**config.mk**
```make
export PLATFORM = sky130hd
export DESIGN_NAME = instr_fetch
export DESIGN_NICKNAME = d
export VERILOG_FILES = /design/src/rtl/instr_fetch.sv
export SDC_FILE = /design/constraint.sdc
export NUM_CORES = 1
export LEC_CHECK = 0
export CAP_MARGIN = 20
export CORE_UTILIZATION = 37
export DETAILED_ROUTE_END_ITERATION = 7
export PLACE_DENSITY = 0.78
export SLEW_MARGIN = 30
export SYNTH_ARGS = -nofsm -noshare
export SYNTH_HDL_FRONTEND = slang
export SYNTH_SLANG_ARGS = --single-unit
```
**constraint.sdc**
```tcl
create_clock -name i_clk -period 1.9 [get_ports i_clk]
set_input_delay 0.285 -clock i_clk [delete_from_list [all_inputs] [get_ports i_clk]]
set_output_delay 0.285 -clock i_clk [all_outputs]
set_load 0.02 [all_outputs]
```
**src/rtl/instr_fetch.sv**
```systemverilog
// rtl/instr_fetch.sv - multi-cycle instruction fetch: PC, memory request/response, instruction register
// One request outstanding at a time; redirects while a fetch is in flight drain the stale response.
module instr_fetch #(
  parameter logic [31:0] RESET_PC = 32'h0000_0000
) (
  input  logic        i_clk,
  input  logic        i_rst,
  output logic        o_imemReq,
  output logic [31:0] o_imemAddr,
  input  logic        i_imemReqReady,
  input  logic        i_imemRspValid,
  input  logic [31:0] i_imemRspData,
  output logic        o_instrValid,
  input  logic        i_instrReady,
  output logic [31:0] o_instr,
  output logic [6:0]  o_operand,
  output logic [2:0]  o_funct3,
  output logic        o_funct7bit5,
  output logic [31:0] o_pc,
  output logic [31:0] o_pcPlus4,
  input  logic        i_redirect,
  input  logic [31:0] i_redirectPc
);

  typedef enum logic [2:0] {
    ST_IDLE,
    ST_REQ,
    ST_WAIT,
    ST_HOLD,
    ST_DRAIN
  } state_e;

  state_e      state_q, state_d;
  logic [31:0] pc_q, pc_d;
  logic [31:0] instr_q, instr_d;
  logic [31:0] target;
  logic [31:0] pc_plus4;
  logic        unused_redirect_lsbs;

  // Targets are word aligned; the low bits of the redirect address are dropped.
  assign target               = {i_redirectPc[31:2], 2'b00};
  assign unused_redirect_lsbs = ^i_redirectPc[1:0];
  assign pc_plus4             = pc_q + 32'd4;

  always_comb begin
    state_d = state_q;
    pc_d    = pc_q;
    instr_d = instr_q;
    case (state_q)
      ST_IDLE: state_d = ST_REQ;
      ST_REQ: begin
        if (i_redirect) pc_d = target;
        if (i_imemReqReady) state_d = i_redirect ? ST_DRAIN : ST_WAIT;
      end
      ST_WAIT: begin
        if (i_redirect) begin
          pc_d    = target;
          state_d = i_imemRspValid ? ST_REQ : ST_DRAIN;
        end else if (i_imemRspValid) begin
          instr_d = i_imemRspData;
          state_d = ST_HOLD;
        end
      end
      ST_DRAIN: begin
        // The in-flight response belongs to an abandoned PC and is thrown away.
        if (i_redirect) pc_d = target;
        if (i_imemRspValid) state_d = ST_REQ;
      end
      ST_HOLD: begin
        if (i_instrReady) begin
          pc_d    = i_redirect ? target : pc_plus4;
          state_d = ST_REQ;
        end
      end
      default: state_d = ST_IDLE;
    endcase
  end

  always_ff @(posedge i_clk) begin
    if (i_rst) begin
      state_q <= ST_IDLE;
      pc_q    <= {RESET_PC[31:2], 2'b00};
      instr_q <= 32'h0000_0000;
    end else begin
      state_q <= state_d;
      pc_q    <= pc_d;
      instr_q <= instr_d;
    end
  end

  assign o_imemReq    = (state_q == ST_REQ);
  assign o_instrValid = (state_q == ST_HOLD);
  assign o_imemAddr   = pc_q;
  assign o_pc         = pc_q;
  assign o_pcPlus4    = pc_plus4;
  assign o_instr      = instr_q;
  assign o_operand    = instr_q[6:0];
  assign o_funct3     = instr_q[14:12];
  assign o_funct7bit5 = instr_q[30];

endmodule

```
# --- Word level (Yosys, flattened, before mapping) ---
# Cells that the tools add are included.
word_totals:
  register_bits: 67
  latchBits: 0
  ramBits: 0
  rom_bits: 0
  input_bits: 70
  out_inout_bits: 141
  wordCells: 32
  memories: 0
op_classes:
  addsub: 1
  mul: 0
  div_mod_pow: 0
  magnitude_cmp: 0
  n_eq_ne: 9
  shift: 0
  mux: 12
  n_bitwise: 1
  reduce_logical: 6
ops:
  columns: ["op", "count"]
  rows:
  - ["$mux 32", 3]
  - ["$pmux 32 s2", 1]
  - ["$add 32x3->32 const B", 1]
  - ["$mux 3", 7]
  - ["$pmux 3 s5", 1]
  - ["$eq 3x2->1 const B", 2]
  - ["$ne 2x1->1 const B", 3]
  - ["$reduce_and 3->1", 2]
  - ["$reduce_and 4->1", 1]
  - ["$eq 3x1->1 const B", 1]
  - ["$eq 3x3->1 const B", 1]
  - ["$logic_not 3->1", 1]
  - ["$ne 3x3->1 const B", 1]
  - ["$reduce_or 3->1", 1]
  - ["$ne 2x2->1 const B", 1]
  - ["$reduce_bool 2->1", 1]
  - ["$not 1->1", 1]

# --- Longest topological paths before layout ---
# Gate-level depths: netlist of run 1.
depth:
  ltp_word: 4
  ltp_mapped: 7
  mapped_depth_nobuf: 5

# --- Worst setup path before layout of run 1 ---
# OpenSTA, ideal clock, no wires.
synth_timing:
  path_kind: "register to output"
  start: "register pc_q[4] (netlist: o_imemAddr[4])"
  end: "output o_pcPlus4[25]"
  t_arrival_ns: 2.001
  required_ns: 1.615
  path_slack_ns: -0.386
  stages_incl_launch_ff: 6
  path_buffers: 1
  cell_sequence: "dfxtp_1 > buf_2 > nand4_2 > or4_1 > or2_1 > xnor2_1"
synth_via:
  elab_chain_cells: 1
synth_rtl:
  columns: ["element", "line", "source"]
  rows:
  - ["start: declaration", "34", "logic [31:0] pc_q, pc_d;"]
  - ["start signal: assignment", "82", "pc_q <= {RESET_PC[31:2], 2'b00};"]
  - ["start signal: assignment", "86", "pc_q <= pc_d;"]
  - ["$add 32x3->32", "43", "assign pc_plus4 = pc_q + 32'd4;"]
  - ["end: declaration", "20", "output logic [31:0] o_pcPlus4,"]
# Every way passes these cells.

# --- Worst setup path after layout of run 1 ---
layout_timing:
  start: "register pc_q[12] (netlist: o_imemAddr[12])"
  end: "output o_pcPlus4[27]"
# The elaborated chain is that of the path after synthesis.

==> reports/metrics.yaml, run 1 <==
cell_at_the_root_of_the_clock_tree: "sky130_fd_sc_hd__clkbuf_8"
power.static_leakage_uw: 0.00318
synth-adder-area-share_pct: 0.303
yosysWarnings: 0
p_int_uw: 2780
areaGrowthSynthToFinish_pct: 88.0
holdCritPathClass: "in -> reg"
clock.fmax_mhz: 441
remaining_drc_errors: 0
cts.htree.levels: 3
fillers: 807
postSynth.topFlopCell: "sky130_fd_sc_hd__dfxtp_1"
p_switching_uw: 1490
global_route_wire_length_before_repair_um: 24600
via_per_inst: 5.40
post-synth-top-count-cell: "sky130_fd_sc_hd__nand2_1"
fraction_of_the_mapped_netlist_area_in_simple_logic_gates_pct: 28.6
outcome: "finished with violations"
cellPowerDensity_mw_per_mm2: 549
boundaryPins: 211
max-cap-violations: 0
synth_top_area_cells: "sky130_fd_sc_hd__dfxtp_1, sky130_fd_sc_hd__buf_4, sky130_fd_sc_hd__nand2_1"
synth_seq_area_share_pct: 31.5
reg2reg_depth: 9
tritoncts_num_sinks: 65
finalSetupViolCount: 28
first_pass_iters: 4
min-delay-start: "i_rst"
synth_edf_count: 0
cts_max_path_buffers: 2
slew_viol_final: 0
drive_gt1_share_pct: 34.8
clock-skew-final_ns: 0.0162
finalWeightedCongestion: 0.890
final-hold-violation-count: 0
synth_top_cell_by_area: "sky130_fd_sc_hd__dfxtp_1"
ant_nets: 0
placementRows: 38
violations: "setup timing"
post_cts_hold_buffer_count: 0
placed_cells_incl_taps: 894
power_frac_clock_pct: 26.0
fin_ws_ns: -0.369
netlist.area_leader.share_pct: 31.5
timing.reg2reg.setup_slack_ns: -0.03
critPathArrivalTime_ns: 1.98
xor_and_xnor_area_share_after_synthesis_pct: 5.09
whs_endpoint: "o_imemAddr[30]"
postPlaceCellArea_mm2: 0.00681
grt_max_degree: 33
yosysUniqueCellTypes: 62
dr_total_vias: 5177
initial_core_utilization_pct: 38.1
drt_first_iter_violations: 237
numPortBuffers: 202
insertedDiodeCount: 0
finalInstanceArea_mm2: 0.00777
period_share_pct: 119
rr_endpoint: "o_imemAddr[27]"
die_h_um: 108
seqPwrFrac_pct: 35.9
category_of_the_most_critical_setup_path: "reg -> out"
layoutNonFillerInstCount: 958
antenna_found_initial: 0
number_of_global_route_vias_before_repair: 5013
detail_route.wl_per_cell_um: 17.5
design.die.area_mm2: 0.0116
synthCells: 538
tritoncts: "built"
critical_path.endpoint_type: "output pin"
largest_family_of_logic_cells_by_synthesized_area: "simple AND/OR/NAND/NOR gates"
vdd_drop_max_mv: 0.325
dpl.hpwl_um: 11100
grt_setup_unrepaired: "true"
syn_avg_cell_area_um2: 7.68
die_width_um: 108
clk_pin_slew_worst_paths_ns: 0.08
grt_remaining_overflow: 0
clkLatencyLatePin_ns: 0.34
wl_um: 16800
nets: 884
tritoncts.num_buffers: 9
finalCriticalPeriod_ns: 2.27
power.combinational.fraction_pct: 38.1
worst_hold_path.num_cells: 4
synth_mux_area_share_pct: 2.54
cp-start-kind: "register"
power.switching_fraction_pct: 34.9
timing.critical_path.fanout_max: 5
rr_startpoint: "o_imemAddr[12]"
core_region_area_mm2: 0.0108
seq_cells_post_synth: 65
synth_compound_area_share_pct: 18.3
async_reset_ff_share_pct: 0
grt_use_total_pct: 27.1
synth.cell_area_mm2: 0.00413
netlist_top_cells_count: "sky130_fd_sc_hd__nand2_1, sky130_fd_sc_hd__dfxtp_1, sky130_fd_sc_hd__buf_4, sky130_fd_sc_hd__a21oi_1, sky130_fd_sc_hd__clkbuf_1"
worst_path_required_time_ns: 1.62
==> worst max-delay path: stages (launching register included) <==
cell and delay, ns:
sky130_fd_sc_hd__dfxtp_2 0.36, sky130_fd_sc_hd__nand4_1 0.16, sky130_fd_sc_hd__buf_6 0.18, sky130_fd_sc_hd__nor4_4 0.38, sky130_fd_sc_hd__buf_4 0.21, sky130_fd_sc_hd__a21o_1 0.17
sky130_fd_sc_hd__nand2_2 0.06, sky130_fd_sc_hd__buf_6 0.13
==> per-layer routing <==
layer / wire length [um] / GRT usage (%) / share of wire, % / vias up
li1: - / - / - / 2407
met1: 6410 / 31.8 / 38 / 2497
met2: 8770 / 48.2 / 52 / 224
met3: 1010 / 4.72 / 6.0 / 49
met4: 564 / 11.5 / 3.4 / 0
met5: 0 / 0 / 0 / -
==> worst max path at each step <==
| stage | from | slack (ns) | end | cells after the start |
|---|---|---|---|---|
| global route | o_imemAddr[12] | -0.41 | o_pcPlus4[31] | 7 |
| finish | o_imemAddr[12] | -0.37 | o_pcPlus4[27] | 7 |
| CTS | o_imemAddr[27] | -0.31 | o_pcPlus4[29] | 5 |
| detailed placement | o_imemAddr[3] | -0.53 | o_pcPlus4[30] | 6 |
| floorplan | o_imemAddr[4] | -0.06 | o_pcPlus4[25] | 5 |
| global placement | o_imemAddr[2] | -0.43 | o_pcPlus4[30] | 6 |
==> flip-flops by register name (all words and copies together) (netlist names) <==
signal / count
state_q: 3
o_instr: 32
o_imemAddr: 30
==> placed cells by master, fill, tap and decap left out, drive strengths merged, types with 8 or more instances in the layout <==
master,synthesis,layout
dfxtp,65,65
buf,61,172
xnor2,13,13
xor2,11,11
o21ai,19,19
clkdlybuf4s50,0,166
nor2,24,24
and3,11,11
nor4,10,10
clkbuf,27,11
nand3,20,20
a21oi,44,44
and2,11,11
inv,10,13
nand2,87,87
nand4,13,13
o211ai,8,8
nor3,12,12
==> cell type report <==
cell class                      instances  area (um2)  share of cell area, %
Timing Repair Buffer                  347        3270                   42.1
Clock inverter                          6        38.8                  0.499
Clock buffer                           10         138                   1.77
Sequential cell                        65        1380                   17.7
Inverter                               10        37.5                  0.483
Tap cell                              140         175                   2.26
Multi-Input combinational cell        380        2740                   35.2
==> what timing repair did <==
action                     4_1_cts  5_1_grt
setup endpoints to repair       34       43
resized for setup              212       51
pin swaps                       37       32
buffers inserted                33       23
==> power groups by stage <==
stage	Sequential (uW)	Combinational (uW)	Clock, uW
detailed placement	1550	1520	0
CTS	1520	1590	1110
floorplan	1670	687	0
global route	1540	1720	1190
global placement	1540	1500	0
finish	1530	1630	1110
==> cell families (layout without fill, tap and decap cells) <==
kind of cell	after synthesis	count (layout)
flops	65	65
fa+ha+maj	1	1
simple gates	223	223
buf+inv	98	373
xor+xnor	24	24
mux	10	10
compound gates	116	116
other cells	1	6
==> metrics by stage <==
stage	TNS, ns	setup slack, ns	hold slack, ns	utilization [%]	total power, uW
floorplan	-0.109	-0.0606	0.421	-	2360
finish	-4.77	-0.369	0.422	71.7	4260
global placement	-14.69	-0.430	0.442	62.8	3050
detailed placement	-17.01	-0.528	0.447	62.8	3070
global route	-6.70	-0.411	0.410	71.7	4460
CTS	-4.10	-0.312	0.415	69.0	4230
(Power assumes the default switching activity.)
==> run 2: changes to the inputs <==
CORE_MARGIN = 1   (was default)
==> results of run 2 <==
Final layout, timing and power as in run 1 (identical DEF).
==> run 3: changes to the inputs <==
SETUP_SLACK_MARGIN = 0.1   (was default)
==> reports/metrics.yaml, run 3 (synthesis gave the netlist of run 1 again) <==
outcome: "finished with violations"
violations: "setup timing"
grt_remaining_overflow: 0  # unchanged
timing.critical_path.fanout_max: 3  # -2
grt_use_total_pct: 28.9  # +1.8 points
cell_at_the_root_of_the_clock_tree: "sky130_fd_sc_hd__clkbuf_8"
crit_start: "o_imemAddr[12]"
nets: 895  # +1.2%
whs_endpoint: "o_imemAddr[27]"
holdCritPathClass: "in -> reg"
finalSetupViolCount: 24  # -14%
min-delay-start: "i_rst"
via_per_inst: 5.74  # +6.1%
vdd_drop_max_mv: 0.372  # +15%
tritoncts: "built"
mostFrequentLayoutCells: "sky130_fd_sc_hd__buf_4, sky130_fd_sc_hd__clkdlybuf4s50_1, sky130_fd_sc_hd__nand2_1"
utilization_pct: 74.2  # +2.6 points
die_width_um: 108  # unchanged
multi_input_comb_area_mm2: 0.00284  # +3.9%
remaining_drc_errors: 0  # unchanged
timing.reg2reg.setup_slack_ns: -0.06  # -0.03 ns
finalCriticalPeriod_ns: 2.37  # +0.102 ns
critical-path-top-cell-by-count: "sky130_fd_sc_hd__buf_6"
max-cap-violations: 0  # unchanged
boundaryPins: 211  # unchanged
numPortBuffers: 202  # unchanged
design.die.area_mm2: 0.0116  # unchanged
power.total_uw: 4530  # +6.3%
critPathArrivalTime_ns: 2.09  # +0.11 ns
mostFrequentLayoutCell: "sky130_fd_sc_hd__buf_4"
slew_viol_final: 0  # unchanged
rr_endpoint: "o_imemAddr[26]"
finalWeightedCongestion: 0.889  # about the same
cellPowerDensity_mw_per_mm2: 563  # +2.6%
final-seq-area_mm2: 0.00138  # +0.18%
tritoncts_num_sinks: 65  # unchanged
first_pass_iters: 7  # +3
crit_path_max_delay_family: "simple AND/OR/NAND/NOR gates"
post_cts_hold_buffer_count: 0  # unchanged
clkLatencyLatePin_ns: 0.35  # about the same
cp-start-kind: "register"
reg2reg_depth: 7  # -2
worst_path_required_time_ns: 1.62  # about the same
ant_nets: 0  # unchanged
critical_path.n_buffers_inverters: 3  # unchanged
fin_ws_ns: -0.472  # -0.102 ns
clock.fmax_mhz: 422  # -4.3%
power.static_leakage_uw: 0.00377  # +19%
number_of_global_route_vias_before_repair: 5409  # +7.9%
rr_startpoint: "o_imemAddr[12]"
hold_ws_ns: 0.415  # -0.00680 ns
insertedDiodeCount: 0  # unchanged
cts_max_path_buffers: 2  # unchanged
grt_setup_unrepaired: "true"
drt_first_iter_violations: 416  # +76%
grt_max_degree: 33  # unchanged
final-hold-violation-count: 0  # unchanged
die_h_um: 108  # unchanged
critical-path-max-stage-delay_ns: 0.38  # about the same
fillers: 727  # -9.9%
core_region_area_mm2: 0.0108  # unchanged
cts.htree.levels: 3  # unchanged
drive_gt1_share_pct: 37.9  # +3.0 points
layoutNonFillerInstCount: 969  # +1.1%
clock-skew-final_ns: 0.0169  # +0.000634 ns
initial_core_utilization_pct: 38.1  # unchanged
wl_um: 18800  # +12%
placementRows: 38  # unchanged
critical_path.endpoint_type: "output pin"
dpl.hpwl_um: 11100  # +0.37%
antenna_found_initial: 0  # unchanged
category_of_the_most_critical_setup_path: "reg -> out"
placed_cells_incl_taps: 906  # +1.3%
largest_register_ffs: 32  # unchanged
detail_route.wl_per_cell_um: 19.3  # +11%
areaGrowthSynthToFinish_pct: 94.8
clk_pin_slew_worst_paths_ns: 0.09  # about the same
timing.critical_path.cells: "nand4_1, buf_4, buf_6, nor4_4, and3_4, xor2_2, buf_6"
dr_total_vias: 5558  # +7.4%
tritoncts.num_buffers: 9  # unchanged
global_route_wire_length_before_repair_um: 26400  # +7.1%
period_share_pct: 125  # +5.4 points
timing.critical_path.slowest_stage_cell: "sky130_fd_sc_hd__dfxtp_2"
worst_hold_path.num_cells: 4  # unchanged
[run 3: changes by cell type in the layout (fill, tap and decap cells not counted), moves of 3 or more]
cell	before	now
sky130_fd_sc_hd__clkdlybuf4s50_1	166	125
sky130_fd_sc_hd__dlymetal6s2s_1	3	30
sky130_fd_sc_hd__buf_4	120	137
sky130_fd_sc_hd__dlygate4sd2_1	5	17
sky130_fd_sc_hd__clkinv_4	0	4
sky130_fd_sc_hd__buf_6	43	40
sky130_fd_sc_hd__nand3_1	13	10
sky130_fd_sc_hd__nand3_2	1	4
sky130_fd_sc_hd__nor4_2	0	3
[run 3: how the worst max path moves through the flow]
stage               endpoint  slack (ns)  depth (start not counted)
6_report       o_pcPlus4[22]       -0.47                          7
5_1_grt        o_pcPlus4[22]       -0.55                          7
4_1_cts        o_pcPlus4[29]       -0.34                          5
3_5_place_dp   o_pcPlus4[30]       -0.52                          6
3_3_place_gp   o_pcPlus4[30]       -0.48                          6
2_1_floorplan  o_pcPlus4[25]       -0.06                          5
[run 3: power breakdown]
group          switching [uW]  leakage (uW)  internal, uW
logic                     885       0.00312           857
registers                95.6      0.000545          1450
clock network             629      0.000104           618
total                    1610       0.00377          2920
[run 3: routing by layer]
| metal | part of all wire (%) | global-route usage, % | wire [um] |
|---|---|---|---|
| met5 | 0 | 0 | 0 |
| met4 | 5.8 | 16.2 | 1080 |
| met3 | 9.5 | 6.48 | 1780 |
| met1 | 36 | 32.4 | 6670 |
| met2 | 49 | 50.4 | 9210 |
[run 3: metrics by stage]
| stage | instance area [um2] | TNS, ns | setup slack (ns) |
|---|---|---|---|
| final | 8050 | -5.23 | -0.472 |
| after global routing | 8050 | -7.46 | -0.547 |
| after CTS | 7740 | -4.26 | -0.340 |
| after detailed placement | 6970 | -18.10 | -0.515 |
| after global placement | 6970 | -15.80 | -0.481 |
| after floorplan | 4470 | -0.108 | -0.0606 |
[run 3: area by class of cell]
| type | count | area share (%) |
|---|---|---|
| inverters | 10 | 0.466 |
| flip-flops and latches | 65 | 17.1 |
| clock inverters | 7 | 0.979 |
| clock buffers | 9 | 1.54 |
| repair buffers | 358 | 42.4 |
| multi-input cells | 380 | 35.3 |
| well taps | 140 | 2.18 |
[run 3: what timing repair did]
item                                    in CTS  in global routing
gates resized for setup                    236                 79
hold endpoints to repair                     0                  0
gates cloned                                 0                  2
setup buffers                               47                 23
pin swaps                                   49                 32
endpoints found under the setup margin      42                 74
[run 3: worst register-to-register path, delay by kind of cell (launching register included)]
kind	cells	cell delay, ns
and+or+nand+nor	3	0.93
DFF	1	0.38
buffers and inverters	3	0.45
AOI/OAI and AO/OA	1	0.10
